[config.mk]
export PLATFORM = sky130hd
export DESIGN_NAME = activation_pair_fetcher
export DESIGN_NICKNAME = d
export VERILOG_FILES = /design/src/rtl/activation_pair_fetcher_pkg.sv /design/src/rtl/activation_pair_fetcher.sv
export SDC_FILE = /design/constraint.sdc
export NUM_CORES = 1
export LEC_CHECK = 0
export BUFFER_PORTS_ARGS = -buffer_cell sky130_fd_sc_hd__buf_2
export CELL_PAD_IN_SITES_DETAIL_PLACEMENT = 1
export CELL_PAD_IN_SITES_GLOBAL_PLACEMENT = 1
export CORE_UTILIZATION = 36
export DETAILED_ROUTE_END_ITERATION = 10
export GPL_ROUTABILITY_DRIVEN = 1
export PLACE_DENSITY_LB_ADDON = 0.1
export SETUP_SLACK_MARGIN = 0.3
export SLEW_MARGIN = 25
export SYNTH_ARGS = -nofsm -noshare
export SYNTH_HDL_FRONTEND = slang
export SYNTH_SLANG_ARGS = --single-unit
[constraint.sdc]
create_clock -name clk -period 3 [get_ports clk]
set_input_delay 0.6 -clock clk [delete_from_list [all_inputs] [get_ports clk]]
set_output_delay 0.6 -clock clk [all_outputs]
set_load 0.02 [all_outputs]
[src/rtl/activation_pair_fetcher_pkg.sv]
// Shared types and helpers for the activation pair fetcher.
package activation_pair_fetcher_pkg;

  // Fetch sequencing states
  typedef enum logic [1:0] {
    ST_IDLE    = 2'd0,
    ST_ISSUE   = 2'd1,
    ST_CAPTURE = 2'd2,
    ST_HOLD    = 2'd3
  } fetch_state_e;

  localparam int unsigned STALL_CNT_WIDTH = 16;

  // Width of one stack word: a full layer of activations
  function automatic int unsigned stack_width(input int unsigned neuron_num,
                                              input int unsigned act_width);
    return neuron_num * act_width;
  endfunction

endpackage

[src/rtl/activation_pair_fetcher.sv]
// Walks the activation stack from layer L-1 down to 0, fetching the
// (addr, addr+1) activation pair for each layer and handing it to a consumer.
// Optional build macro: ACT_FETCH_STALL_CNT_EN adds a saturating stall_count
// output counting cycles a pair waited on the consumer.
module activation_pair_fetcher
  import activation_pair_fetcher_pkg::*;
#(
  parameter int unsigned NEURON_NUM       = 6,
  parameter int unsigned ACTIVATION_WIDTH = 8,
  parameter int unsigned STACK_ADDR_WIDTH = 10,
  localparam int unsigned STACK_WIDTH     = stack_width(NEURON_NUM, ACTIVATION_WIDTH)
) (
  input  logic                        clk,
  input  logic                        rst_n,
  input  logic [STACK_ADDR_WIDTH-1:0] start_layers,
  input  logic                        start_valid,
  output logic                        start_ready,
  output logic [STACK_ADDR_WIDTH-1:0] stack_addr,
  output logic                        stack_addr_valid,
  input  logic                        stack_addr_ready,
  input  logic [STACK_WIDTH-1:0]      stack_lower_data,
  input  logic [STACK_WIDTH-1:0]      stack_higher_data,
  input  logic                        stack_lower_valid,
  input  logic                        stack_higher_valid,
  output logic                        stack_lower_ready,
  output logic                        stack_higher_ready,
  output logic [STACK_WIDTH-1:0]      pair_lower,
  output logic [STACK_WIDTH-1:0]      pair_higher,
  output logic [STACK_ADDR_WIDTH-1:0] pair_layer,
  output logic                        pair_last,
  output logic                        pair_valid,
  input  logic                        pair_ready,
`ifdef ACT_FETCH_STALL_CNT_EN
  output logic [STALL_CNT_WIDTH-1:0]  stall_count,
`endif
  output logic                        busy
);

  localparam int unsigned AW = STACK_ADDR_WIDTH;

  fetch_state_e  state_q, state_n;
  logic [AW-1:0] addr_q, addr_n;
  logic          issue_q;

  // Read data timing is fixed (one cycle after address acceptance), so the
  // stack valid strobes carry no information here.
  logic unused_stack_valids;
  assign unused_stack_valids = &{1'b0, stack_lower_valid, stack_higher_valid};

  // Next-state and address sequencing
  always_comb begin
    state_n = state_q;
    addr_n  = addr_q;
    case (state_q)
      ST_IDLE: begin
        if (start_valid && (start_layers != '0)) begin
          state_n = ST_ISSUE;
          addr_n  = start_layers - AW'(1);
        end
      end
      ST_ISSUE: begin
        if (stack_addr_ready) state_n = ST_CAPTURE;
      end
      ST_CAPTURE: begin
        state_n = ST_HOLD;
      end
      ST_HOLD: begin
        if (pair_ready) begin
          if (addr_q == '0) begin
            state_n = ST_IDLE;
          end else begin
            state_n = ST_ISSUE;
            addr_n  = addr_q - AW'(1);
          end
        end
      end
      default: begin
        state_n = ST_IDLE;
      end
    endcase
  end

  // State and current-layer address registers
  always_ff @(posedge clk or negedge rst_n) begin
    if (!rst_n) begin
      state_q <= ST_IDLE;
      addr_q  <= '0;
    end else begin
      state_q <= state_n;
      addr_q  <= addr_n;
    end
  end

  // Handshake and status flags, registered from the next state
  always_ff @(posedge clk or negedge rst_n) begin
    if (!rst_n) begin
      start_ready <= 1'b1;
      issue_q     <= 1'b0;
      pair_valid  <= 1'b0;
      busy        <= 1'b0;
    end else begin
      start_ready <= (state_n == ST_IDLE);
      issue_q     <= (state_n == ST_ISSUE);
      pair_valid  <= (state_n == ST_HOLD);
      busy        <= (state_n != ST_IDLE);
    end
  end

  assign stack_addr         = addr_q;
  assign stack_addr_valid   = issue_q;
  assign stack_lower_ready  = issue_q;
  assign stack_higher_ready = issue_q;

  // Capture the pair on the cycle the stack returns it; held through HOLD
  always_ff @(posedge clk or negedge rst_n) begin
    if (!rst_n) begin
      pair_lower  <= '0;
      pair_higher <= '0;
      pair_layer  <= '0;
      pair_last   <= 1'b0;
    end else if (state_q == ST_CAPTURE) begin
      pair_lower  <= stack_lower_data;
      pair_higher <= stack_higher_data;
      pair_layer  <= addr_q;
      pair_last   <= (addr_q == '0);
    end
  end

`ifdef ACT_FETCH_STALL_CNT_EN
  // Saturating count of cycles a presented pair waited on the consumer
  always_ff @(posedge clk or negedge rst_n) begin
    if (!rst_n) begin
      stall_count <= '0;
    end else if ((state_q == ST_IDLE) && start_valid) begin
      stall_count <= '0;
    end else if ((state_q == ST_HOLD) && !pair_ready && (stall_count != '1)) begin
      stall_count <= stall_count + STALL_CNT_WIDTH'(1);
    end
  end
`endif

endmodule
# Word-level counts from Yosys, hierarchy flattened
# Cells that the tools add are included.
# W data, S select, Z words.
[word_totals]
word_cells = 37
inputBits = 113
output_inout_bits = 123
reg_bits = 123
[classes]
n_eq_ne = 8
n_reduce_logical = 8
n_addsub = 2
mux = 9
[op_table]
columns = ["operator", "count"]
rows = [
  ["$mux W10", 3],
  ["$pmux W10 S2", 1],
  ["$sub A10 B1 Y10 const B", 2],
  ["$logic_not A10 Y1", 1],
  ["$reduce_bool A10 Y1", 1],
  ["$pmux W2 S4", 1],
  ["$eq A2 B2 Y1 const B", 3],
  ["$mux W2", 3],
  ["$ne A2 B2 Y1 const B", 3],
  ["$eq A2 B1 Y1 const B", 2],
  ["$logic_not A2 Y1", 2],
  ["$reduce_and A4 Y1", 1],
  ["$reduce_bool A2 Y1", 2],
  ["$logic_and A1 B1 Y1", 1],
  ["$mux W1", 1],
]

# Longest topological paths before layout
[logic_depth]
word_depth = 5
ltp_mapped = 10
depth_no_buf = 8

# Least setup slack after synthesis
# Ideal clock, no wire load.
[synth_path]
path_kind = "register to register"
start = "reg state_q[0]"
end = "reg addr_q[8], in the netlist stack_addr[8]"
setup_ns = 0.127
t_required_ns = 2.873
setup_slack_ns = 0.612
path_stages_with_launch = 10
arrival_time_ns = 2.261
synth_period_minus_slack_ns = 2.388
path_buffers = 2
cell_sequence = "dfrtp_1 and2_1 clkbuf_2 clkbuf_1 mux2i_1 ha_1 inv_1 or4_1 a31oi_1 a21oi_1"
[synth_between]
elab_chain_len = 3
elab_cells_between_ends = 8
classes_between = "4 x eq/ne; 1 x mux; 3 x reduce/logical"
[synth_lines]
columns = ["element", "line_no", "source"]
rows = [
  ["from (decl)", "activation_pair_fetcher.sv:41", "fetch_state_e state_q, state_n;"],
  ["from (signal assigned)", "activation_pair_fetcher.sv:89", "state_q <= state_n;"],
  ["$eq A2 B2 Y1 / $logic_not A2 Y1 (equally long branches)", "activation_pair_fetcher.sv:54", "case (state_q)"],
  ["$ne A2 B2 Y1 (no source line) / $reduce_bool A2 Y1 (equally long branches)", "--", ""],
  ["$reduce_and A4 Y1 (no source line)", "--", ""],
  ["to (signal assigned)", "activation_pair_fetcher.sv:90", "addr_q <= addr_n;"],
  ["to (decl)", "activation_pair_fetcher.sv:42", "logic [AW-1:0] addr_q, addr_n;"],
]
# Parallel ways exist; a longest one is shown, timed or not.
# A chain may end at the register's enable or synchronous reset.

# Worst setup path in the final report
[layout_path]
start = "reg state_q[0]"
end = "reg addr_q[7], in the netlist stack_addr[7]"
# The elaborated chain is that of the path after synthesis.

==> reports/metrics.yaml <==
grt:
  grt_use_total_pct: 20.1
  grt_pass1_wl_mm: 22.2
  grt.overflow.total: 0
  first_global_vias: 4203
  grt_use_met3_pct: 5.83
  grt_use_met1_pct: 23.5
  use_met2_pct: 33.6
  busiest_layer: "met2"
  antenna_found_initial: 1
  grt_max_degree: 63
sta:
  skew_ps: 8.16
  setup_violations: 0
  finalHoldViolCount: 0
  max_slew_margin_pct: 51.5
  tightest_slew_ps: 707
  fin_tns_setup_ps: 0
  post-route-period-util_pct: 75.1
  rsz0062_at_grt: "false"
  clock.fmax_mhz: 444
  drv_slew: 0
  finalCriticalPeriod_ps: 2250
cts:
  numClockSinks: 123
  h-tree-depth: 4
  cts.clk_slew.worst_paths_ps: 50
  clock_latency_ps: 420
  postCtsSetupRepairBufs: 0
  numCtsBuffers: 17
  clockBufferDepth: 2
  holdBufCountCts: 0
  root_buffer: "clkbuf_16"
  cts_resized: 0
  cts_tree: "yes"
floorplanning:
  core_um2: 13900
  die_area_um2: 14700
  die_w_um: 121
  die_h_um: 121
  initial_utilization_pct: 36.9
  io_pins: 236
  rows: 43
final_layout:
  final_common_cell: "buf_2"
  fin_cells: 803
  area_growth_pct: 38.9
  nets: 723
  layout_common_cells: "232 x buf_2, 122 x dfrtp_1, 105 x mux2_2, 17 x clkbuf_16, 16 x nor2_1"
  layout-drive-gt1-share_pct: 63.2
  final_area_um2: 7120
  utilization_pct: 51.3
synth:
  syn_inst: 368
  async_flop_share_pct: 100
  netlist-cell-type-count: 47
  yosys_warnings: 0
  synth_edf_count: 0
  syn-num-nets: 482
  synth_area_um2: 5120
  ys_ff_latch: 123
  syn_area_per_cell_um2: 13.9
  yosysSeqAreaShare_pct: 60.1
  ys.flop_type: "dfrtp_1"
detailed_routing:
  drt_iter0_drc: 109
  drt.antenna.violating_nets: 0
  drtPass1Iterations: 4
  drc_errors: 0
  post_drt_wl_per_cell_um: 17.7
  drt-total-wl_mm: 14.2
  via_per_inst: 4.95
  dr_total_vias: 3974
critical_path:
  path_cells: "buf_4 > a211oi_1 > o22ai_1 > or2_2 > a2111oi_0 > nor3_1"
  cp.required_ps: 3280
  rr_worst_depth: 6
  critPathKind: "reg2reg"
  critPathSlowestCell: "a2111oi_0"
  cp-end-kind: "flip-flop"
  max_stage_delay_ps: 410
  cp.arrival_ps: 2540
  critPathMaxFanout: 14
  startpoint_type: "flip-flop"
power:
  p_leak_nw: 3.39
  power_density_nw_per_um2: 1250
  ir_drop_v: 0.000450
  p_total_mw: 8.87
placement:
  port_buffers: 233
  dp_cells: 770
  place_hpwl_mm: 10.5
  globalplace.congestion: 0.808
  placed_area_um2: 6520
run:
  max-cap-violations: 0
run_status:
  status: "finished clean"
min_path:
  hold_class: "in2async"
==> kinds of logic (layout without fill, tap and decap cells) <==
family / count (synthesis) / after routing / share of synthesized area [%]
other: 0 / 1 / 0
buffers and inverters: 27 / 281 / 2.39
adders and majority gates: 1 / 1 / 0.244
and+or+nand+nor: 56 / 56 / 6.13
muxes: 111 / 111 / 24.2
AOI/OAI and AO/OA: 50 / 50 / 6.91
DFF: 123 / 123 / 60.1
==> Yosys cell counts, types with 2 or more instances <==
master | number | area share [%]
dfrtp_1 | 122 | 60
o21ai_0 | 11 | 1.1
or4_1 | 2 | 0.29
o22ai_1 | 2 | 0.24
mux2i_1 | 6 | 1.2
nand2b_1 | 2 | 0.24
inv_1 | 7 | 0.51
buf_4 | 4 | 0.59
or2_2 | 4 | 0.49
a211oi_1 | 4 | 0.59
a31oi_1 | 3 | 0.37
nand2_1 | 11 | 0.81
a21oi_1 | 12 | 1.2
clkbuf_1 | 11 | 0.81
nor3_1 | 7 | 0.68
nor2_1 | 16 | 1.2
buf_2 | 4 | 0.39
nor4_1 | 2 | 0.24
mux2_2 | 105 | 23
and4bb_2 | 2 | 0.49
a2111oi_0 | 5 | 0.85
==> cell type report <==
type / count / area [µm²]
diodes: 1 / 2.50
well taps: 180 / 225
inverters: 7 / 26.3
multi-input cells: 218 / 1930
flip-flops and latches: 123 / 3080
clock buffers: 26 / 509
clock inverters: 6 / 83.8
fillers: 1512 / 6760
repair buffers: 242 / 1260
==> final timing paths <==
check | start | to | slack, ps
min | rst_n | pair_lower[33] | 200
max | state_q[0] | stack_addr[7] | 750
min reg2reg | pair_layer[3] | pair_layer[3] | 490
max reg2reg | state_q[0] | stack_addr[7] | 750
max in group asynchronous | rst_n | pair_higher[30] | 1990
min in group clk | pair_ready | pair_valid | 410
==> flip-flops by register name (all words and copies together), names as in the netlist <==
| signal | flops |
|---|---|
| pair_higher | 48 |
| state_q | 2 |
| start_ready | 1 |
| pair_layer | 10 |
| pair_valid | 1 |
| stack_addr_valid | 1 |
| pair_lower | 48 |
| stack_addr | 10 |
| pair_last | 1 |
| busy | 1 |
==> power by group <==
group | switching, mW | internal, mW | leakage (nW)
sequential | 0.449 | 2.50 | 1.42
combinational | 2.28 | 1.62 | 1.67
clock | 0.691 | 1.33 | 0.294
total | 3.42 | 5.44 | 3.39
==> through the flow <==
stage	setup slack (ps)	hold WS, ps
after floorplan	612	304
after global placement	620	463
after detailed placement	634	487
after CTS	722	223
after global routing	584	255
final	746	199
==> metal layers <==
layer  vias up  wire length, µm
li1       1821                -
met1      1973             5710
met2       156             7180
met3        24              984
met4         0              343
met5         -                0
==> worst max-delay path, delay by kind of cell, from the launching register on <==
| family | cells | cell delay [ps] |
|---|---|---|
| compound gates | 3 | 1070 |
| simple gates | 2 | 500 |
| flops | 1 | 370 |
| buf+inv | 1 | 180 |
(Power assumes the default switching activity.)
